[src/rtl/anchor_scheduler.sv]
// Frame sequencer for the edge-detector filter pipeline: issues the anchor
// move strobe, tracks anchor col/row, drains with flush moves, flags done.
// Ports: clk, rst (async high), start, window_ready, stage_final[NUM_STAGES]
//   in; anchor_moving, flush, col_idx, row_idx, busy, frame_done out.
module anchor_scheduler #(
  parameter int NUM_STAGES  = 4,
  parameter int NUM_COLS    = 40,
  parameter int NUM_ROWS    = 480,
  parameter int FLUSH_MOVES = 3,
  localparam int CW = (NUM_COLS > 1) ? $clog2(NUM_COLS) : 1,
  localparam int RW = (NUM_ROWS > 1) ? $clog2(NUM_ROWS) : 1
) (
  input  logic                  clk,
  input  logic                  rst,
  input  logic                  start,
  input  logic                  window_ready,
  input  logic [NUM_STAGES-1:0] stage_final,
  output logic                  anchor_moving,
  output logic                  flush,
  output logic [CW-1:0]         col_idx,
  output logic [RW-1:0]         row_idx,
  output logic                  busy,
  output logic                  frame_done
);

  localparam int FW = (FLUSH_MOVES > 0) ? $clog2(FLUSH_MOVES + 1) : 1;
  localparam logic [FW-1:0] FM = FW'(FLUSH_MOVES);
  localparam logic [CW-1:0] CL = CW'(NUM_COLS - 1);
  localparam logic [RW-1:0] RL = RW'(NUM_ROWS - 1);

  typedef enum logic [3:0] {
    IDLE, WAIT_READY, MOVE, SETTLE, WAIT_STAGES,
    FLUSH_MOVE, FLUSH_SETTLE, FLUSH_WAIT, DONE
  } state_t;

  state_t state, next;

  logic [CW-1:0] col_cnt, col_nxt;
  logic [RW-1:0] row_cnt, row_nxt;
  logic [FW-1:0] fl_cnt;
  logic          go;
  logic          last;
  logic          adv;
  logic          clr;

  assign go   = &stage_final;
  assign last = (col_cnt == CL) && (row_cnt == RL);

  always_ff @(posedge clk or posedge rst) begin
    if (rst) state <= IDLE;
    else     state <= next;
  end

  always_comb begin
    next = state;
    adv  = 1'b0;
    clr  = 1'b0;
    case (state)
      IDLE: begin
        if (start) begin
          next = WAIT_READY;
          clr  = 1'b1;
        end
      end
      WAIT_READY: begin
        if (window_ready && go) next = MOVE;
      end
      MOVE:   next = SETTLE;
      // stages drop their flags a cycle after the strobe
      SETTLE: next = WAIT_STAGES;
      WAIT_STAGES: begin
        if (go) begin
          if (last) begin
            if (FLUSH_MOVES == 0) next = DONE;
            else                  next = FLUSH_MOVE;
          end else begin
            adv  = 1'b1;
            next = window_ready ? MOVE : WAIT_READY;
          end
        end
      end
      FLUSH_MOVE:   next = FLUSH_SETTLE;
      FLUSH_SETTLE: next = FLUSH_WAIT;
      FLUSH_WAIT: begin
        if (go) next = (fl_cnt < FM) ? FLUSH_MOVE : DONE;
      end
      DONE:    next = IDLE;
      default: next = IDLE;
    endcase
  end

  // next anchor position; fed to col_idx/row_idx on entry to MOVE
  always_comb begin
    col_nxt = col_cnt;
    row_nxt = row_cnt;
    if (clr) begin
      col_nxt = '0;
      row_nxt = '0;
    end else if (adv) begin
      if (col_cnt == CL) begin
        col_nxt = '0;
        row_nxt = row_cnt + 1'b1;
      end else begin
        col_nxt = col_cnt + 1'b1;
      end
    end
  end

  always_ff @(posedge clk or posedge rst) begin
    if (rst) begin
      col_cnt <= '0;
      row_cnt <= '0;
      fl_cnt  <= '0;
      col_idx <= '0;
      row_idx <= '0;
    end else begin
      col_cnt <= col_nxt;
      row_cnt <= row_nxt;
      if (clr)                     fl_cnt <= '0;
      else if (state == FLUSH_MOVE) fl_cnt <= fl_cnt + 1'b1;
      if (next == MOVE) begin
        col_idx <= col_nxt;
        row_idx <= row_nxt;
      end
    end
  end

  assign anchor_moving = (state == MOVE) || (state == FLUSH_MOVE);
  assign flush         = (state == FLUSH_MOVE);
  assign busy          = (state != IDLE);
  assign frame_done    = (state == DONE);

endmodule
[config.mk]
export PLATFORM = sky130hd
export DESIGN_NAME = anchor_scheduler
export DESIGN_NICKNAME = d
export VERILOG_FILES = /design/src/rtl/anchor_scheduler.sv
export SDC_FILE = /design/constraint.sdc
export NUM_CORES = 1
export LEC_CHECK = 0
export CORE_AREA = 8 8 78 80
export CTS_BUF_LIST = sky130_fd_sc_hd__clkbuf_8
export CTS_CLUSTER_DIAMETER = 60
export DETAILED_ROUTE_END_ITERATION = 8
export DIE_AREA = 0 0 86 88
export PLACE_DENSITY = 0.66
export REMOVE_ABC_BUFFERS = 1
export SETUP_SLACK_MARGIN = 0.02
export SYNTH_ARGS = -nofsm -noshare
export SYNTH_HDL_FRONTEND = slang
export SYNTH_SLANG_ARGS = --single-unit
[constraint.sdc]
create_clock -name clk -period 4.3 [get_ports clk]
set_input_delay 0.86 -clock clk [delete_from_list [all_inputs] [get_ports clk]]
set_output_delay 0.86 -clock clk [all_outputs]
set_load 0.02 [all_outputs]
==> results.yml, run 1 <==
worst_setup_path:
  worst-endpoint-required_ns: 4.47
  path_class: "primary input to register"
  crit_chain: "clkdlybuf4s50_1 > and4_1 > and3_1 > o21a_1 > a221o_1 > nor3b_4 > buf_4 > mux2_4"
  max_stage_delay_ns: 0.39
  r2r.worst_path.cells: 8
  crit_fanout: 10
  crit_arrival_ns: 3.31
  end_kind: "register"
  crit_slowest_cell: "clkdlybuf4s50_1"
  crit_path_start_kind: "primary input"
cells_and_area:
  insertedDiodeCount: 0
  nets: 204
  drive_gt1_share_pct: 15.0
  finish.instance_area_sq_mm: 0.00223
  fillers: 460
  area_delta_synth_final_pct: 20.5
pwr:
  leakagePower_nw: 1.00
  ir_drop_v: 0.000175
  total_power_mw: 0.845
  p_per_area_mw_per_mm2: 379
timing:
  worstMarginPinSlew_ns: 0.510
  min_period_ns: 3.14
  max-slew-margin-rel_pct: 66.0
  rsz0062_at_grt: "false"
  finalSetupViolCount: 0
  final-max-slew-violation-count: 0
  clock.fmax_ghz: 0.318
  hold_violations: 0
  fin_setup_tns_ns: 0
  fin_skew_ns: 0.00547
  period_share_pct: 73.1
  final_critical_path_setup_slack_ns: 1.16
clocking:
  cts_tree: "built"
  holdBufCountCts: 0
  cts-root-buf: "clkbuf_8"
  htree_num_levels: 2
  cts.sinks: 36
  path_clk_slew_ns: 0.07
  worstSkewPairLatency_ns: 0.28
  cts_setup_buffers: 0
  ctsLongestPathBuffers: 2
  numCtsBuffers: 5
  post_cts_resized: 0
grt:
  grt_max_degree: 37
  antenna_found_initial: 0
  grtUsageTotal_pct: 10.4
  grt_overflow: 0
  first_global_vias: 1357
  grt_first_pass_wirelength_um: 6360
synth:
  yosys.cell_types.count: 40
  syn_area_sq_mm: 0.00185
  ys_ff_latch: 36
  netlist_top_cells_area: "dfrtp_1 (49%), mux2_4 (8.1%), xor2_1 (3.8%)"
  synth_top_family_by_area: "simple AND/OR/NAND/NOR gates"
  syn_avg_cell_area_sq_um: 11.3
  synth_edf_count: 0
  yosys_most_used_dff: "dfrtp_1"
  synth.most_common_cell: "dfrtp_1"
  yosysTopAreaCellShare_pct: 48.7
  yosys.area_share.adder_pct: 2.03
  ys_seq_area_share_pct: 48.7
  yosys-top-cells-count: "dfrtp_1 (36), nor2_1 (18), nand2_1 (11)"
  synthMuxAreaShare_pct: 11.7
  synth_compound_area_share_pct: 7.37
  synth_simple_gate_area_share_pct: 19.9
  synth_xor_area_share_pct: 6.15
  yosysTopAreaCell: "dfrtp_1"
  syn_inst: 164
  async_flop_share_pct: 100
  ys_warn_count: 0
outcome:
  status: "complete, no violations"
drt:
  num_vias: 1282
  vias_per_cell: 4.87
  firstDrtPassIters: 4
  drt-total-wl_um: 3600
  avgRoutedWirePerCell_um: 13.7
  drt_iter0_drc: 161
  drc: 0
  drtAntennaViolNets: 0
die:
  start_util_pct: 37.7
  die_area_sq_mm: 0.00757
  rows: 26
  die_h_um: 88
  fp.dieW_um: 86
  core_area_sq_mm: 0.00491
  pin_count: 27
placement:
  pre_cts_ws_ns: 0.845
  postPlaceCellArea_sq_mm: 0.00215
  port_buffers: 26
  gp_congestion: 0.906
  dp_hpwl_um: 2580
hold_path:
  hp-class: "register to register"
  hold_depth: 1
job:
  cap_violations: 0
## layout make-up
type / instances / area, sq um / share of cell area, %
clock inverter: 2 / 8.76 / 0.393
inverter: 4 / 15.0 / 0.673
multi-input combinational: 118 / 873 / 39.2
sequential: 36 / 901 / 40.4
timing repair buffer: 28 / 275 / 12.3
clock buffer: 5 / 68.8 / 3.09
tap: 70 / 87.6 / 3.93
## registers in the layout, indices dropped and copies added (netlist names)
name and flops:
col_cnt 6, col_idx 6, fl_cnt 2, row_cnt 9, row_idx 9, state 4
## cells in the final DEF (no fill, tap or decap), drive strengths merged, types with 2 or more instances in the layout
master	count
a21oi	6
and2	3
and3	6
and4	2
buf	2
clkbuf	5
clkdlybuf4s50	26
dfrtp	36
ha	3
inv	5
mux2	15
nand2	11
nand3	7
nand4	4
nor2	18
nor3	4
nor3b	3
o21ai	6
xnor2	5
xor2	8
## logic make-up (layout without fill, tap and decap cells)
| family | Yosys count | in the layout |
|---|---|---|
| and+or+nand+nor | 66 | 66 |
| DFF | 36 | 36 |
| AOI/OAI and AO/OA | 20 | 20 |
| xor gates and xnor gates | 13 | 13 |
| adders and majority gates | 3 | 3 |
| muxes | 16 | 16 |
| buffers and inverters | 10 | 39 |
## where the power goes
part	switching, mW	total (mW)	internal (mW)
combinational	0.114	0.218	0.104
sequential	0.0349	0.406	0.372
clock	0.113	0.221	0.108
total	0.262	0.845	0.583
## worst paths after layout
check | startpoint | end | slack, ns
worst max-delay path | stage_final[2] | row_idx[5] | 1.16
max in group asynchronous | rst | col_cnt[2] | 3.00
worst max register to register | row_cnt[0] | row_idx[5] | 1.60
worst min-delay path | row_idx[6] | row_idx[6] | 0.51
worst min register to register | row_idx[6] | row_idx[6] | 0.51
min in group asynchronous | rst | row_cnt[8] | 0.98
## per-stage QoR
stage	hold slack, ns	util (%)	cells
detailed placement	0.502	43.8	256
finish	0.513	45.4	263
global placement	0.499	43.8	256
global route	0.538	45.4	263
floorplan	0.490	-	158
CTS	0.519	45.4	263
## layer usage
metal	vias to the layer above	share of wire (%)	track usage [%]	wire length (um)
li1	633	-	-	-
met1	605	48	13.4	1710
met2	38	45	16.2	1630
met3	6	5.1	2.53	182
met4	0	1.9	4.62	68
met5	-	0	0	0
## worst max-delay path: cells and delay by family
family / cells / cell delay [ns]
buf+inv: 2 / 0.68
mux: 1 / 0.31
compound gates: 2 / 0.48
simple gates: 3 / 0.97
No activity file was read; power rests on OpenSTA's default activity.
==> inputs of run 2 (changes only) <==
==> constraint.sdc (replaced) <==
create_clock -name clk -period 3.1 [get_ports clk]
set_input_delay 0.62 -clock clk [delete_from_list [all_inputs] [get_ports clk]]
set_output_delay 0.62 -clock clk [all_outputs]
set_load 0.02 [all_outputs]
==> run 2 against run 1 <==
Against the previous run: design area up 1.7%; die area unchanged; worst hold slack worse by 0.0045 ns; wire length down 4.2%; clock skew down 0.0017 ns; final cell count up 1.5%; total power up 42%; largest cell class unchanged.
==> results.yml, run 2 (synthesized netlist as in run 1, its figures left out) <==
outcome:
  status: "complete, no violations"
die:
  core_area_sq_mm: 0.00491
  die_area_sq_mm: 0.00757
  start_util_pct: 37.7
  rows: 26
  pin_count: 27
  fp.dieW_um: 86
  die_h_um: 88
timing:
  finalSetupViolCount: 0
  rsz0062_at_grt: "false"
  hold_violations: 0
  clock.fmax_ghz: 0.378
  fin_skew_ns: 0.00382
  final_critical_path_setup_slack_ns: 0.452
  worstMarginPinSlew_ns: 0.438
  min_period_ns: 2.65
  fin_setup_tns_ns: 0
  period_share_pct: 85.4
  final-max-slew-violation-count: 0
  whs_ns: 0.508
  max-slew-margin-rel_pct: 70.8
grt:
  grt_overflow: 0
  grt_max_degree: 37
  grtUsageTotal_pct: 9.92
  first_global_vias: 1284
  grt_first_pass_wirelength_um: 5960
  antenna_found_initial: 0
drt:
  avgRoutedWirePerCell_um: 12.9
  vias_per_cell: 4.75
  firstDrtPassIters: 4
  drt_iter0_drc: 84
  num_vias: 1267
  drt-total-wl_um: 3450
  drtAntennaViolNets: 0
  drc: 0
pwr:
  total_power_mw: 1.20
  p_per_area_mw_per_mm2: 531
  leakagePower_nw: 1.02
  ir_drop_v: 0.000395
cells_and_area:
  nets: 207
  layout_commonest_cell: "dfrtp_1"
  insertedDiodeCount: 0
  final_cell_mix: "dfrtp_1 (36), clkdlybuf4s50_1 (26), nor2_1 (18)"
  drive_gt1_share_pct: 16.8
  stdcell_count: 267
  area_delta_synth_final_pct: 22.6
  biggestRegsByFlops: "row_cnt (9), row_idx (9)"
clocking:
  numCtsBuffers: 5
  path_clk_slew_ns: 0.07
  post_cts_resized: 0
  holdBufCountCts: 0
  cts-root-buf: "clkbuf_8"
  cts.sinks: 36
  cts_tree: "built"
  cts_setup_buffers: 0
  ctsLongestPathBuffers: 2
  worstSkewPairLatency_ns: 0.28
  htree_num_levels: 2
hold_path:
  hp-class: "register to register"
placement:
  gp_congestion: 0.877
  port_buffers: 26
  dp_hpwl_um: 2530
  placedCellCount: 259
  pre_cts_ws_ns: 0.157
worst_setup_path:
  worst-endpoint-required_ns: 3.27
  end_kind: "register"
  crit_arrival_ns: 2.82
  path_class: "primary input to register"
  crit_path_start_kind: "primary input"
  crit_fanout: 9
job:
  cap_violations: 0
## run 2: cell types whose count changed in the layout (fill, tap and decap cells not counted), sizes merged
| cell | change |
|---|---|
| clkinv | -1 |
| buf | +3 |
| clkbuf | +1 |
| clkinvlp | +1 |
## run 2: metal layers
metal / track usage, % / vias up / share of wire, %
met3: 2.91 / 5 / 4.2
met4: 5.25 / 0 / 1.6
met1: 13.0 / 592 / 51
li1: - / 642 / -
met2: 14.3 / 28 / 43
met5: 0 / - / 0
## run 2: cell type report
cell class / instances / area, sq um
fill: 453 / 2640
clock buffer: 6 / 82.6
sequential: 36 / 901
inverter: 4 / 15.0
timing repair buffer: 31 / 298
clock inverter: 2 / 11.3
tap: 70 / 87.6
multi-input combinational: 118 / 873
## run 2: path summary, 6_finish.rpt
kind	from	endpoint	slack [ns]	cells past startpoint
setup / recovery	stage_final[2]	row_idx[7]	0.45	8
hold / removal	col_idx[2]	col_idx[2]	0.51	1
setup reg to reg	row_cnt[0]	row_idx[7]	0.65	8
hold reg to reg	col_idx[2]	col_idx[2]	0.51	1
max in group asynchronous	rst	row_idx[7]	2.05	3
min in group asynchronous	rst	row_idx[8]	0.74	3
## run 2: power by group
group / total (mW) / switching (mW) / internal, mW
Combinational: 0.305 / 0.158 / 0.147
Sequential: 0.561 / 0.0456 / 0.515
Clock: 0.338 / 0.161 / 0.177
## run 2: through the flow
step	area, sq um	utilization [%]
after floorplan	1790	-
after global placement	2170	44.3
after detailed placement	2170	44.3
after CTS	2270	46.2
after global routing	2270	46.2
final	2270	46.2
## run 2: worst max-delay path, cell delays in order
cell and delay, ns:
clkdlybuf4s50_1 0.45, and4_1 0.32, nand3_1 0.20, nor2_1 0.28, a32o_1 0.19, nor3b_4 0.19, buf_4 0.24, mux2_4 0.31
==> inputs of run 3 (changes only) <==
--- a/config.mk
+++ b/config.mk
@@ -10,6 +10,7 @@
 export CTS_CLUSTER_DIAMETER = 60
 export DETAILED_ROUTE_END_ITERATION = 8
 export DIE_AREA = 0 0 86 88
+export GPL_ROUTABILITY_DRIVEN = 0
 export PLACE_DENSITY = 0.66
 export REMOVE_ABC_BUFFERS = 1
 export SETUP_SLACK_MARGIN = 0.02
==> run 3 against run 2 <==
Against the previous run: design area fell by 0.72%; critical path depth is the same; clock skew up 0.0028 ns; first-iteration DRC count shrank 12%; sequential power hardly changed; global-route usage rose by 0.41 points; count of clock-buffer cells in the layout fell by 1.
==> results.yml, run 3 (synthesized netlist as in run 1, its figures left out) <==
outcome:
  status: "complete, no violations"
timing:
  fin_setup_tns_ns: 0
  final-max-slew-violation-count: 0
  max-slew-margin-rel_pct: 70.7
  whs_ns: 0.506
  period_share_pct: 87.3
  finalSetupViolCount: 0
  rsz0062_at_grt: "false"
  worstMarginPinSlew_ns: 0.440
  min_period_ns: 2.71
  fin_skew_ns: 0.00658
  hold_violations: 0
  clock.fmax_ghz: 0.370
worst_setup_path:
  timing.rr.start: "row_cnt[0]"
  crit_chain: "clkdlybuf4s50_1 > and4_1 > nand3_1 > nor2_1 > a32o_1 > nor3b_4 > buf_4 > mux2_4"
  path_class: "primary input to register"
  path_buf_inv: 2
  worst-endpoint-required_ns: 3.26
  crit_arrival_ns: 2.87
  crit_path_start_kind: "primary input"
  end_kind: "register"
  crit_fanout: 9
  startpoint: "stage_final[2]"
  cp_top_family: "simple AND/OR/NAND/NOR gates"
  max_stage_delay_ns: 0.45
  crit_slowest_cell: "clkdlybuf4s50_1"
drt:
  vias_per_cell: 4.84
  drtAntennaViolNets: 0
  num_vias: 1287
  drc: 0
  drt_iter0_drc: 74
  avgRoutedWirePerCell_um: 13.6
  drt-total-wl_um: 3610
  firstDrtPassIters: 4
placement:
  postPlaceCellArea_sq_mm: 0.00217
  dp_hpwl_um: 2670
  port_buffers: 26
clocking:
  cts_setup_buffers: 0
  htree_num_levels: 2
  numCtsBuffers: 5
  ctsLongestPathBuffers: 2
  path_clk_slew_ns: 0.07
  cts.sinks: 36
  cts-root-buf: "clkbuf_8"
  cts_tree: "built"
  post_cts_resized: 0
  worstSkewPairLatency_ns: 0.28
  holdBufCountCts: 0
cells_and_area:
  layout_commonest_cell: "dfrtp_1"
  insertedDiodeCount: 0
  nets: 207
  fillers: 471
  area_delta_synth_final_pct: 21.7
  finish.instance_area_sq_mm: 0.00225
  final_cell_mix: "dfrtp_1 (36), clkdlybuf4s50_1 (26), nor2_1 (18)"
  biggestRegsByFlops: "row_cnt (9), row_idx (9)"
  drive_gt1_share_pct: 16.3
die:
  fp.dieW_um: 86
  rows: 26
  core_area_sq_mm: 0.00491
  die_area_sq_mm: 0.00757
  die_h_um: 88
  pin_count: 27
  start_util_pct: 37.7
pwr:
  combPwrFrac_pct: 26.1
  p_int_mw: 0.811
  leakagePower_nw: 1.02
  total_power_mw: 1.17
  switching_share_pct: 30.5
  p_per_area_mw_per_mm2: 518
  clockPowerShare_pct: 25.8
  ir_drop_v: 0.000235
  switchingPower_mw: 0.355
  pwr-share-seq_pct: 48.1
grt:
  first_global_vias: 1324
  antenna_found_initial: 0
  grtUsageTotal_pct: 10.3
  grt_first_pass_wirelength_um: 6250
  grt_max_degree: 37
  grt_overflow: 0
job:
  cap_violations: 0
hold_path:
  hp-class: "register to register"
  worstHoldStart: "col_idx[1]"
## run 3: changes by cell type in the layout (fill, tap and decap cells not counted)
cell,change
clkinvlp_4,-1
clkinv_2,+1
clkbuf_8,-1
## run 3: per-layer routing
layer / global-route usage (%) / share of wire, % / routed length (um) / vias up
met3: 2.16 / 3.9 / 141 / 7
li1: - / - / - / 634
met2: 16.9 / 46 / 1670 / 31
met5: 0 / 0 / 0 / -
met1: 12.8 / 48 / 1720 / 615
met4: 4.46 / 1.9 / 70 / 0
## run 3: layout make-up
class	instances	area (sq um)	share of cell area (%)
tap	70	87.6	3.89
clock buffer	5	68.8	3.06
multi-input combinational	118	873	38.8
inverter	4	15.0	0.667
sequential	36	901	40.0
timing repair buffer	31	298	13.2
clock inverter	2	8.76	0.389
## run 3: per-stage QoR
stage	util (%)	instances	setup WS (ns)
CTS	45.8	266	0.402
floorplan	-	158	0.374
detailed placement	44.3	259	0.185
global route	45.8	266	0.252
global placement	44.3	259	0.254
finish	45.8	266	0.394
## run 3: power by group through the flow
| stage | sequential [mW] | clock, mW | combinational [mW] |
|---|---|---|---|
| after global placement | 0.569 | 0 | 0.304 |
| final | 0.561 | 0.301 | 0.305 |
| after CTS | 0.561 | 0.316 | 0.309 |
| after detailed placement | 0.569 | 0 | 0.305 |
| after floorplan | 0.572 | 0 | 0.201 |
| after global routing | 0.568 | 0.336 | 0.334 |
## run 3: path summary, 6_finish.rpt
| check | endpoint | slack, ns | depth (start not counted) |
|---|---|---|---|
| worst max-delay path | row_idx[7] | 0.39 | 8 |
| worst min-delay path | col_idx[1] | 0.51 | 1 |
| worst max register to register | row_idx[7] | 0.62 | 8 |
| worst min register to register | col_idx[1] | 0.51 | 1 |
| max in group asynchronous | col_idx[1] | 2.04 | 3 |
| min in group asynchronous | state[3] | 0.74 | 3 |
